===== config.mk =====
export PLATFORM = sky130hd
export DESIGN_NAME = mem_arbiter
export DESIGN_NICKNAME = d
export VERILOG_FILES = /design/src/rtl/bascomp_mem_pkg.sv /design/src/rtl/rr_arbiter2.sv /design/src/rtl/mem_arbiter.sv
export SDC_FILE = /design/constraint.sdc
export NUM_CORES = 1
export LEC_CHECK = 0
export ABC_AREA = 1
export CAP_MARGIN = 20
export CORE_AREA = 2 2 92 94
export DETAILED_ROUTE_END_ITERATION = 8
export DIE_AREA = 0 0 94 96
export GPL_TIMING_DRIVEN = 0
export PLACE_DENSITY = 0.8
export SYNTH_ARGS = -nofsm -noshare
export SYNTH_HDL_FRONTEND = slang
export SYNTH_SLANG_ARGS = --single-unit
export TNS_END_PERCENT = 50

===== constraint.sdc =====
create_clock -name clk -period 1.9 [get_ports clk]
set_clock_uncertainty 0.2 [all_clocks]
set_input_delay 0.19 -clock clk [delete_from_list [all_inputs] [get_ports clk]]
set_output_delay 0.19 -clock clk [all_outputs]
set_load 0.005 [all_outputs]

===== src/rtl/bascomp_mem_pkg.sv =====
// Shared definitions for the basic-computer memory arbiter.
//   ADDR_W / DATA_W : geometry of the 4096x16 `memory` block
//   CNT_W           : width of the read-latency counter (READ_LAT up to 4)
//   state_t         : arbiter FSM encoding
//   REQ_CPU/REQ_DMA : requester ids used for grant_id and the rr pointer
package bascomp_mem_pkg;

  localparam int ADDR_W = 12;
  localparam int DATA_W = 16;
  localparam int CNT_W  = 3;

  typedef enum logic [1:0] {
    ST_IDLE   = 2'd0,
    ST_ACCESS = 2'd1,
    ST_WAIT   = 2'd2,
    ST_RESP   = 2'd3
  } state_t;

  localparam logic REQ_CPU = 1'b0;
  localparam logic REQ_DMA = 1'b1;

endpackage


===== src/rtl/rr_arbiter2.sv =====
// Two-way round-robin pick between CPU and DMA.
//   clk, rst          : clock, synchronous active-high reset
//   cpu_req, dma_req  : raw request lines
//   grant_en          : high while the caller can accept a grant (FSM idle)
//   any_req           : at least one request pending
//   winner            : selected requester id (combinational)
// The pointer names the preferred requester. After every grant it points
// at the requester that did NOT win, so a waiting requester never loses
// more than one access to the other.
module rr_arbiter2 (
  input  logic clk,
  input  logic rst,
  input  logic cpu_req,
  input  logic dma_req,
  input  logic grant_en,
  output logic any_req,
  output logic winner
);
  import bascomp_mem_pkg::*;

  logic pref_q;

  assign any_req = cpu_req | dma_req;

  always_comb begin
    winner = pref_q;
    if (cpu_req && !dma_req)      winner = REQ_CPU;
    else if (dma_req && !cpu_req) winner = REQ_DMA;
  end

  always_ff @(posedge clk) begin
    if (rst)                      pref_q <= REQ_CPU;
    else if (grant_en && any_req) pref_q <= ~winner;
  end

endmodule


===== src/rtl/mem_arbiter.sv =====
// CPU / DMA controller for the single-port 4096x16 `memory` block.
// Every access runs IDLE -> ACCESS -> [WAIT] -> RESP with fixed latency;
// the winner gets a one-cycle ack and, for reads, its rdata register.
//   clk, rst                      : clock, synchronous active-high reset
//   cpu_* / dma_*                 : requester ports (req/we/adress/wdata in,
//                                   ack/rdata out)
//   adress, read, write, indata   : command to `memory` (sole driver)
//   outdata                       : read data from `memory`
//   busy                          : FSM not idle
//   grant_id                      : requester currently or last served
// All outputs are registered.
module mem_arbiter #(
  parameter int ADDR_W   = bascomp_mem_pkg::ADDR_W,
  parameter int DATA_W   = bascomp_mem_pkg::DATA_W,
  parameter int READ_LAT = 1
) (
  input  logic              clk,
  input  logic              rst,
  input  logic              cpu_req,
  input  logic              cpu_we,
  input  logic [ADDR_W-1:0] cpu_adress,
  input  logic [DATA_W-1:0] cpu_wdata,
  output logic              cpu_ack,
  output logic [DATA_W-1:0] cpu_rdata,
  input  logic              dma_req,
  input  logic              dma_we,
  input  logic [ADDR_W-1:0] dma_adress,
  input  logic [DATA_W-1:0] dma_wdata,
  output logic              dma_ack,
  output logic [DATA_W-1:0] dma_rdata,
  output logic [ADDR_W-1:0] adress,
  output logic              read,
  output logic              write,
  output logic [DATA_W-1:0] indata,
  input  logic [DATA_W-1:0] outdata,
  output logic              busy,
  output logic              grant_id
);
  import bascomp_mem_pkg::*;

  state_t             state_q, state_d;
  logic [CNT_W-1:0]   cnt_q, cnt_d;
  logic               we_q, we_d;
  logic               any_req, winner;

  logic [ADDR_W-1:0]  adress_d;
  logic [DATA_W-1:0]  indata_d, cpu_rdata_d, dma_rdata_d;
  logic               read_d, write_d, busy_d, grant_d;
  logic               cpu_ack_d, dma_ack_d;

  rr_arbiter2 u_rr (
    .clk      (clk),
    .rst      (rst),
    .cpu_req  (cpu_req),
    .dma_req  (dma_req),
    .grant_en (state_q == ST_IDLE),
    .any_req  (any_req),
    .winner   (winner)
  );

  // state register
  always_ff @(posedge clk) begin
    if (rst) state_q <= ST_IDLE;
    else     state_q <= state_d;
  end

  // next state
  always_comb begin
    state_d = state_q;
    case (state_q)
      ST_IDLE:   if (any_req) state_d = ST_ACCESS;
      ST_ACCESS: state_d = we_q ? ST_RESP : ST_WAIT;
      ST_WAIT:   if (cnt_q == CNT_W'(1)) state_d = ST_RESP;
      ST_RESP:   state_d = ST_IDLE;
      default:   state_d = ST_IDLE;
    endcase
  end

  // next values of the registered outputs; address/data hold after grant
  // so requester-side changes cannot disturb an access in flight
  always_comb begin
    adress_d    = adress;
    indata_d    = indata;
    we_d        = we_q;
    grant_d     = grant_id;
    busy_d      = busy;
    cnt_d       = cnt_q;
    cpu_rdata_d = cpu_rdata;
    dma_rdata_d = dma_rdata;
    read_d      = 1'b0;
    write_d     = 1'b0;
    cpu_ack_d   = 1'b0;
    dma_ack_d   = 1'b0;
    case (state_q)
      ST_IDLE: begin
        if (any_req) begin
          adress_d = (winner == REQ_DMA) ? dma_adress : cpu_adress;
          indata_d = (winner == REQ_DMA) ? dma_wdata  : cpu_wdata;
          we_d     = (winner == REQ_DMA) ? dma_we     : cpu_we;
          write_d  = we_d;
          read_d   = ~we_d;
          grant_d  = winner;
          busy_d   = 1'b1;
        end
      end
      ST_ACCESS: begin
        // memory samples the command at this closing edge
        cnt_d = CNT_W'(READ_LAT);
        if (we_q) begin
          if (grant_id == REQ_DMA) dma_ack_d = 1'b1;
          else                     cpu_ack_d = 1'b1;
        end
      end
      ST_WAIT: begin
        if (cnt_q == CNT_W'(1)) begin
          if (grant_id == REQ_DMA) begin
            dma_rdata_d = outdata;
            dma_ack_d   = 1'b1;
          end else begin
            cpu_rdata_d = outdata;
            cpu_ack_d   = 1'b1;
          end
        end else begin
          cnt_d = cnt_q - 1'b1;
        end
      end
      ST_RESP: busy_d = 1'b0;
      default: busy_d = 1'b0;
    endcase
  end

  // output / datapath registers
  always_ff @(posedge clk) begin
    if (rst) begin
      adress    <= '0;
      indata    <= '0;
      read      <= 1'b0;
      write     <= 1'b0;
      cpu_ack   <= 1'b0;
      dma_ack   <= 1'b0;
      cpu_rdata <= '0;
      dma_rdata <= '0;
      busy      <= 1'b0;
      grant_id  <= REQ_CPU;
      we_q      <= 1'b0;
      cnt_q     <= '0;
    end else begin
      adress    <= adress_d;
      indata    <= indata_d;
      read      <= read_d;
      write     <= write_d;
      cpu_ack   <= cpu_ack_d;
      dma_ack   <= dma_ack_d;
      cpu_rdata <= cpu_rdata_d;
      dma_rdata <= dma_rdata_d;
      busy      <= busy_d;
      grant_id  <= grant_d;
      we_q      <= we_d;
      cnt_q     <= cnt_d;
    end
  end

endmodule

==> results list, run 1 <==
- The run finished with clean final reports.
* Setup repair after global routing missed its margin: no
* Fraction of synthesis flops using an asynchronous set or reset pin: 0
- Dividing total power by cell area gives a power density of 1046 nW/um^2.
* Quantity of I/O buffers inserted on ports: 143
* TritonRoute pass-1 iters: 5
- Width of the die: 94 um
* Multi-input combinational cell area: 1545 um^2
- Startpoint type of the worst setup path: flip-flop
* Dpl hpwl: 8.081 mm
- Count of endpoints failing hold in the final timing report: 0
* Via count of the first global-routing pass: 3606
- VDD sags by at most 536.5 uV.
* Flops & latches, synth: 73
- In this run, the number of DRC markers left after iteration 0 of detailed routing was 190.
* Required time worst endpoint: 1.98 ns
* Total routing resource utilization after global routing: 0.2401
- Setup violations remaining at the end of the flow were counted as 0.
* Row Count: 33
- Filler cell count in the final layout: 695
* Synthesized netlist cell count: 455
- Clock Pin Slew Worst Setup and Hold Paths: 0.08 ns
- Clock tree root buffer cell: sky130_fd_sc_hd__clkbuf_8
* Delay of the slowest cell on the worst path: 0.36 ns
* Worst-skew pair later-pin latency: 0.34 ns
* CTS tree: yes
- Static Leakage: 2.060 nW
- Area delta synth->final: 52.96%
- Share of the yosys chip area belonging to registers: 0.4299
* Largest cells by area after synthesis: sky130_fd_sc_hd__dfxtp_1 (43%), sky130_fd_sc_hd__nand2_1 (12%), sky130_fd_sc_hd__nand4_1 (10%), sky130_fd_sc_hd__a21oi_1 (9.9%), sky130_fd_sc_hd__nand3_1 (6.0%)
- Yosys printed 0 warnings.
- Number of nets in the final layout: 695
- Placer Congestion: 0.8147
* Worst max-slew margin expressed relative to the limit: 0.6126
* Crit-path most repeated cell: sky130_fd_sc_hd__buf_4
- CTS hold repair buffers: 0
- Endpoint type of the worst setup path: flip-flop
- Via-per-instance ratio: 5.196
- In this run the remaining antenna-violating nets after routing total 0.
- Summing over every cut layer, the via total after detailed routing is 3736.
- Entering global routing, the biggest net connects 13 pins.
- Top-count cell post-synth: sky130_fd_sc_hd__nand2_1
- Portion of synthesized cell area occupied by the leading cell type: 0.4299
- Synthesized netlist net count: 541
- CTS HTree Levels: 3
* Hold crit path type: input port to flip-flop
* Distinct cells, synth: 22
- Post-synthesis area per instance: 7.471 um^2
- Top post-synthesis cells by count: sky130_fd_sc_hd__nand2_1 (111), sky130_fd_sc_hd__dfxtp_1 (73), sky130_fd_sc_hd__a21oi_1 (67)
- Number of antenna violations at the first check in global routing: 0
* Overflow after GRT: 0
- The initial utilization of the core area, before any placement, comes to 0.4222.
- Accumulated negative setup slack: 0 ns
- The number of setup buffers added after CTS is 0.
* Pin slew with the least headroom to its limit: 0.5811 ns
* Post-synthesis instance area: 3400 um^2
- Buffers from clock root to sink, at most: 2
- The repair_antennas step left the layout with diodes totalling 0.
- Of all cell types, the one taking the most synthesized area is sky130_fd_sc_hd__dfxtp_1.
* Utilization after layout: 0.6458
- The worst setup path is of the flip-flop to flip-flop kind.
* Area of the core region: 8051 um^2
* Number of cells upsized or downsized after cts: 0
- The routed design has 10.91 mm of wire.
- Peak clock frequency supported by timing: 576.1 MHz
- # clock sinks: 73
- In this run, synthesis inferred 0 flip-flops with an integrated enable.
- For this run, design rule violations remaining after detail routing come to 0.
- Across the run, the number of max-cap violations was 0.
* TritonCTS buffer count: 9
* Ratio of cells with drive above 1 in the final layout: 0.1026
- Measured along the y axis, the die boundary spans 96 um.
- During I/O placement, the number of pins put on the boundary was 144.
* Maximum fanout along the worst path: 10
- Crit path arrival time: 1.81 ns
* Fin. max-slew vios: 0
- Min Tclk post-route: 1.736 ns
- First-pass GRT wire length: 16.93 mm
- On the critical path, the stage with the largest delay is an instance of sky130_fd_sc_hd__dfxtp_1.
* Primary flip-flop cell chosen by synthesis mapping: sky130_fd_sc_hd__dfxtp_1
- Dividing the detail-routed wire length by the instance count gives 15.17 um.
- Full die area: 9024 um^2
- Cell breakdown of the critical path: inv_1 > ha_2 > buf_4 > buf_4 > nand4_1 > nand2_1 > inv_2 > a21oi_1
- The sequential cells in the finished layout cover a total of 1463 um^2.
* Ratio of final minimum period to clock period: 0.9137
-- state kept, by name, summed over array words and instances (netlist names) --
| signal | flops |
|---|---|
| dma_ack | 1 |
| cpu_ack | 1 |
| cnt_q | 3 |
| dma_rdata | 16 |
| adress | 12 |
| write | 1 |
| read | 1 |
| busy | 1 |
| indata | 16 |
| cpu_rdata | 16 |
| state_q | 2 |
| we_q | 1 |
| u_rr.pref_q | 1 |
| grant_id | 1 |
-- critical path: cells and delay by family (launching register included) --
kind                       cells  cell delay, ns
DFF                            1            0.36
buffers and inverters          4            0.55
and+or+nand+nor                2            0.20
AOI/OAI and AO/OA              1            0.11
adders and majority gates      1            0.24
-- logic make-up (layout without fill, tap and decap cells) --
family	after synthesis	count (layout)	share of synthesized area
AND/OR/NAND/NOR	223	223	0.3173
flip-flops	73	73	0.4299
AO/OA/AOI/OAI	72	72	0.1071
adder cells (fa/ha/maj)	8	8	0.02945
buffers and inverters	79	238	0.1163
-- power breakdown --
part | switching [mW] | internal, mW
Clock | 0.582 | 0.815
Combinational | 1.15 | 0.975
Sequential | 0.143 | 1.77
Total | 1.88 | 3.56
-- per-layer routing --
metal | track usage | up-vias | share of wire
met5 | 0 | - | 0
met4 | 0.1353 | 0 | 0.045
met3 | 0.02976 | 40 | 0.047
met2 | 0.4173 | 138 | 0.50
met1 | 0.2880 | 1713 | 0.41
li1 | - | 1845 | -
-- cell usage in the layout (no fill, tap or decap), drive strengths merged --
cell type	count
o21ai	5
inv	44
buf	30
clkbuf	18
nand3	41
a21oi	67
clkinv	1
nand3b	1
nor3	2
nand2	114
nor2	9
nand4	56
dfxtp	73
bufinv	2
ha	8
clkdlybuf4s50	143
-- per-stage QoR --
step | total power [mW] | worst slack, ns | std cells | instance area [um^2] | hold slack, ns
after floorplan | 3.135 | 0.2964 | 455 | 3400 | 0.1544
after CTS | 5.436 | 0.02030 | 719 | 5191 | 0.2124
after global placement | 3.973 | 0.06139 | 703 | 4962 | 0.2477
after global routing | 5.758 | 0.04769 | 719 | 5200 | 0.2239
after detailed placement | 4.039 | 0.01045 | 703 | 4962 | 0.2516
final | 5.438 | 0.1640 | 719 | 5200 | 0.2211
-- path summary, 6_finish.rpt --
| check | startpoint | to | slack, ns | cells after the start |
|---|---|---|---|---|
| min reg2reg | cpu_rdata[8] | cpu_rdata[8] | 0.26 | 2 |
| min | dma_wdata[4] | indata[4] | 0.22 | 3 |
| max | state_q[1] | indata[1] | 0.16 | 8 |
| max reg2reg | state_q[1] | indata[1] | 0.16 | 8 |
-- final cells by class --
class,count,area share
clock inverter,4,0.01420
sequential,73,0.2813
timing repair buffer,143,0.2753
multi-input combinational,303,0.2972
clock buffer,12,0.02984
tap,105,0.02526
inverter,43,0.03104
buffer,36,0.04596
Power figures use the tool's default switching activity.
==> run 2: changes to the inputs <==
--- a/config.mk
+++ b/config.mk
@@ -12,6 +12,7 @@
 export DIE_AREA = 0 0 94 96
 export GPL_TIMING_DRIVEN = 0
 export PLACE_DENSITY = 0.8
+export SLEW_MARGIN = 40
 export SYNTH_ARGS = -nofsm -noshare
 export SYNTH_HDL_FRONTEND = slang
 export SYNTH_SLANG_ARGS = --single-unit
==> results of run 2 <==
Final layout, timing and power as in run 1 (identical DEF).
==> run 3: changes to the inputs <==
--- a/config.mk
+++ b/config.mk
@@ -7,11 +7,13 @@
 export LEC_CHECK = 0
 export ABC_AREA = 1
 export CAP_MARGIN = 20
-export CORE_AREA = 2 2 92 94
+export CELL_PAD_IN_SITES_DETAIL_PLACEMENT = 1
+export CELL_PAD_IN_SITES_GLOBAL_PLACEMENT = 1
+export CORE_AREA = 2 2 112 114
 export DETAILED_ROUTE_END_ITERATION = 8
-export DIE_AREA = 0 0 94 96
+export DIE_AREA = 0 0 114 116
 export GPL_TIMING_DRIVEN = 0
-export PLACE_DENSITY = 0.8
+export PLACE_DENSITY_LB_ADDON = 0.1
 export SLEW_MARGIN = 40
 export SYNTH_ARGS = -nofsm -noshare
 export SYNTH_HDL_FRONTEND = slang
==> run 3 against run 2 <==
Compared with the run above: sequential share of layout area shrank 0.52 points; utilization shrank 20 points; sequential power is essentially flat; global-route usage shrank 5.4 points; critical path depth is the same; design area grew 1.8%; maximum frequency shrank 0.93%; largest cell class unchanged.
==> results list, run 3 (synthesis results as in run 1) <==
- The layout has 1468 filler cells.
* Clock Pin Slew Worst Setup and Hold Paths: 0.06 ns
- Run status: complete, no violations
- In this run the worst hold path is classified as input port to flip-flop.
- Buffers placed on the I/O ports in this run total 143.
- Maximum fanout along the worst path: 10
- The analysis attributes to cell leakage a power of 2.073 nW.
- Once layout is complete, the cells apart from fillers number 761.
- The share of total power dissipated in combinational logic is 0.387.
- In this run the power density over the cells is 1068 nW/um^2.
* CTS tree: yes
- The sequential cells in the finished layout cover a total of 1461 um^2.
- Area of all placed cells without fillers: 5294 um^2
- After detailed routing, the number of vias per cell comes to 4.834.
- Drc violations: 0
* Number of antenna violations at the first check in global routing: 0
* Setup slack, reg-to-reg: 0.15 ns
- Proportion of total power due to net switching: 0.3570
- First-pass GRT wire length: 19.40 mm
- Num ports: 144
* Ratio of cells with drive above 1 in the final layout: 0.1010
- Clock tree root buffer cell: sky130_fd_sc_hd__clkbuf_16
- Clock tree synthesis found a total of 73 sinks.
* Cell breakdown of the critical path: inv_1 > ha_2 > buf_4 > buf_4 > nand4_1 > nand2_1 > inv_1 > a21oi_1
- Final setup vio count: 0
- Multi-input combinational cell area: 1545 um^2
- 0 antenna diodes ended up in the layout.
* Ratio of final minimum period to clock period: 0.9222
- DP Area: 5015 um^2
- The longest clock path from root to sink contains 2 buffers.
* Reported net switching power: 2.018 mW
- In this run the worst setup path begins at state_q[1].
- Path type of the worst setup path: flip-flop to flip-flop
* HP Start: dma_adress[6]
* Required time worst endpoint: 1.96 ns
- Startpoint type of the worst setup path: flip-flop
* Commonest non-fill, non-tap cells in the layout: sky130_fd_sc_hd__clkdlybuf4s50_1 (143), sky130_fd_sc_hd__nand2_1 (111), sky130_fd_sc_hd__dfxtp_1 (73)
- Total routing resource utilization after global routing: 0.1865
* Via count of the first global-routing pass: 3786
- The area growth from synthesis to layout is 55.72%.
- Setup repair after global routing could not meet its margin everywhere.
- Measured against its own limit, the worst slew margin works out to 0.5767.
- Flop pwr share: 0.340
- Chip height: 116 um
- For this configuration, the core starts out at a cell density of 0.2854.
* TritonCTS buffer count: 9
- Delay of the slowest cell on the worst path: 0.37 ns
- VDD sags by at most 463.5 uV.
- The clock tree synthesis step divided the H-tree into 3 levels.
- Measured along the x axis, the die boundary spans 114 um.
* Placed instance count: 745
- The floorplan step defined a core boundary enclosing 11910 um^2.
- Dpl hpwl: 9.123 mm
- Once detail routing completed, the nets flagged for antenna violations numbered 0.
- Endpoint type of the worst setup path: flip-flop
* Detailed Route Iter0 Violations: 141
- The share of total power dissipated in the clock network is 0.273.
* Crit path arrival time: 1.81 ns
- Entering global routing, the biggest net connects 13 pins.
- Pin slew with the least headroom to its limit: 0.6350 ns
- Leading registers by flop count: cpu_rdata x16, dma_rdata x16, indata x16
* Max-Cap Viols: 0
- TritonRoute pass-1 iters: 4
- Count of endpoints failing hold in the final timing report: 0
- The initialized floorplan defines 40 standard-cell rows.
- At the end of the flow, the number of nets in the layout was 695.
- Placer Congestion: 0.7862
* Most common cell after layout, fill and taps aside: sky130_fd_sc_hd__clkdlybuf4s50_1
- Based on the critical path, the design can be clocked at up to 570.7 MHz.
* Routed wire length per instance: 16.13 um
* Fin. max-slew vios: 0
- Worst R2R Start: state_q[1]
- Overflow after GRT: 0
- Via count: 3679
- Internal power component: 3.634 mW
* Detailed Route WL: 12.28 mm
- Worst-skew pair later-pin latency: 0.33 ns
- The routed design could run at a clock period as short as 1.752 ns.
- Cell at the slowest stage of the critical path: sky130_fd_sc_hd__dfxtp_1
- Full die area: 13220 um^2
run 3: cell count changes in the layout (fill, tap and decap cells not counted), sizes merged:
| cell | delta |
|---|---|
| buf | -2 |
| bufinv | -2 |
| clkinv | +3 |
| inv | -1 |
| clkinvlp | +2 |
run 3: worst max-delay path, delay by kind of cell, from the launching register on:
kind / cells / cell delay (ns)
buffers and inverters: 4 / 0.57
flip-flops: 1 / 0.37
adder cells (fa/ha/maj): 1 / 0.24
AND/OR/NAND/NOR: 2 / 0.19
AO/OA/AOI/OAI: 1 / 0.11
run 3: repair_timing:
item / in CTS / in global routing
resized for setup: 0 / 9
buffers inserted: 0 / 0
setup endpoints to repair: 0 / 60
hold buffers: 0 / 0
run 3: path summary, 6_finish.rpt:
check	end	cells past startpoint
hold reg to reg	cpu_rdata[9]	2
hold / removal	adress[6]	3
setup / recovery	adress[10]	8
setup reg to reg	adress[10]	8
run 3: area by class of cell:
type | count | area share
multi-input cells | 303 | 0.2919
flip-flops and latches | 73 | 0.2761
repair buffers | 143 | 0.2704
plain buffers | 36 | 0.04656
clock buffers | 10 | 0.04325
well taps | 147 | 0.03474
inverters | 43 | 0.03049
clock inverters | 6 | 0.006618
run 3: through the flow:
step / TNS, ns / setup WS (ns) / hold slack, ns / utilization / power, mW
global placement: -1.316 / -0.06446 / 0.2506 / 0.4210 / 4.068
global route: -0.007598 / -0.006380 / 0.2547 / 0.4444 / 6.048
CTS: 0 / 0.02141 / 0.2380 / 0.4432 / 5.696
floorplan: 0 / 0.2964 / 0.1544 / - / 3.135
finish: 0 / 0.1478 / 0.2484 / 0.4444 / 5.652
detailed placement: -0.9636 / -0.05248 / 0.2542 / 0.4210 / 4.119
run 3: power by group through the flow:
stage	clock [mW]	sequential, mW	combinational, mW
after global placement	0	1.95	2.12
final	1.54	1.92	2.18
after detailed placement	0	1.96	2.16
after floorplan	0	1.95	1.19
after global routing	1.66	1.95	2.43
after CTS	1.60	1.93	2.17
run 3: routing by layer:
layer	GRT usage	routed length (um)	vias up	share of wire
met5	0	0	-	0
met4	0.06260	248	0	0.020
met3	0.03713	556	15	0.045
met2	0.3004	5725	93	0.47
met1	0.2510	5745	1724	0.47
li1	-	-	1847	-
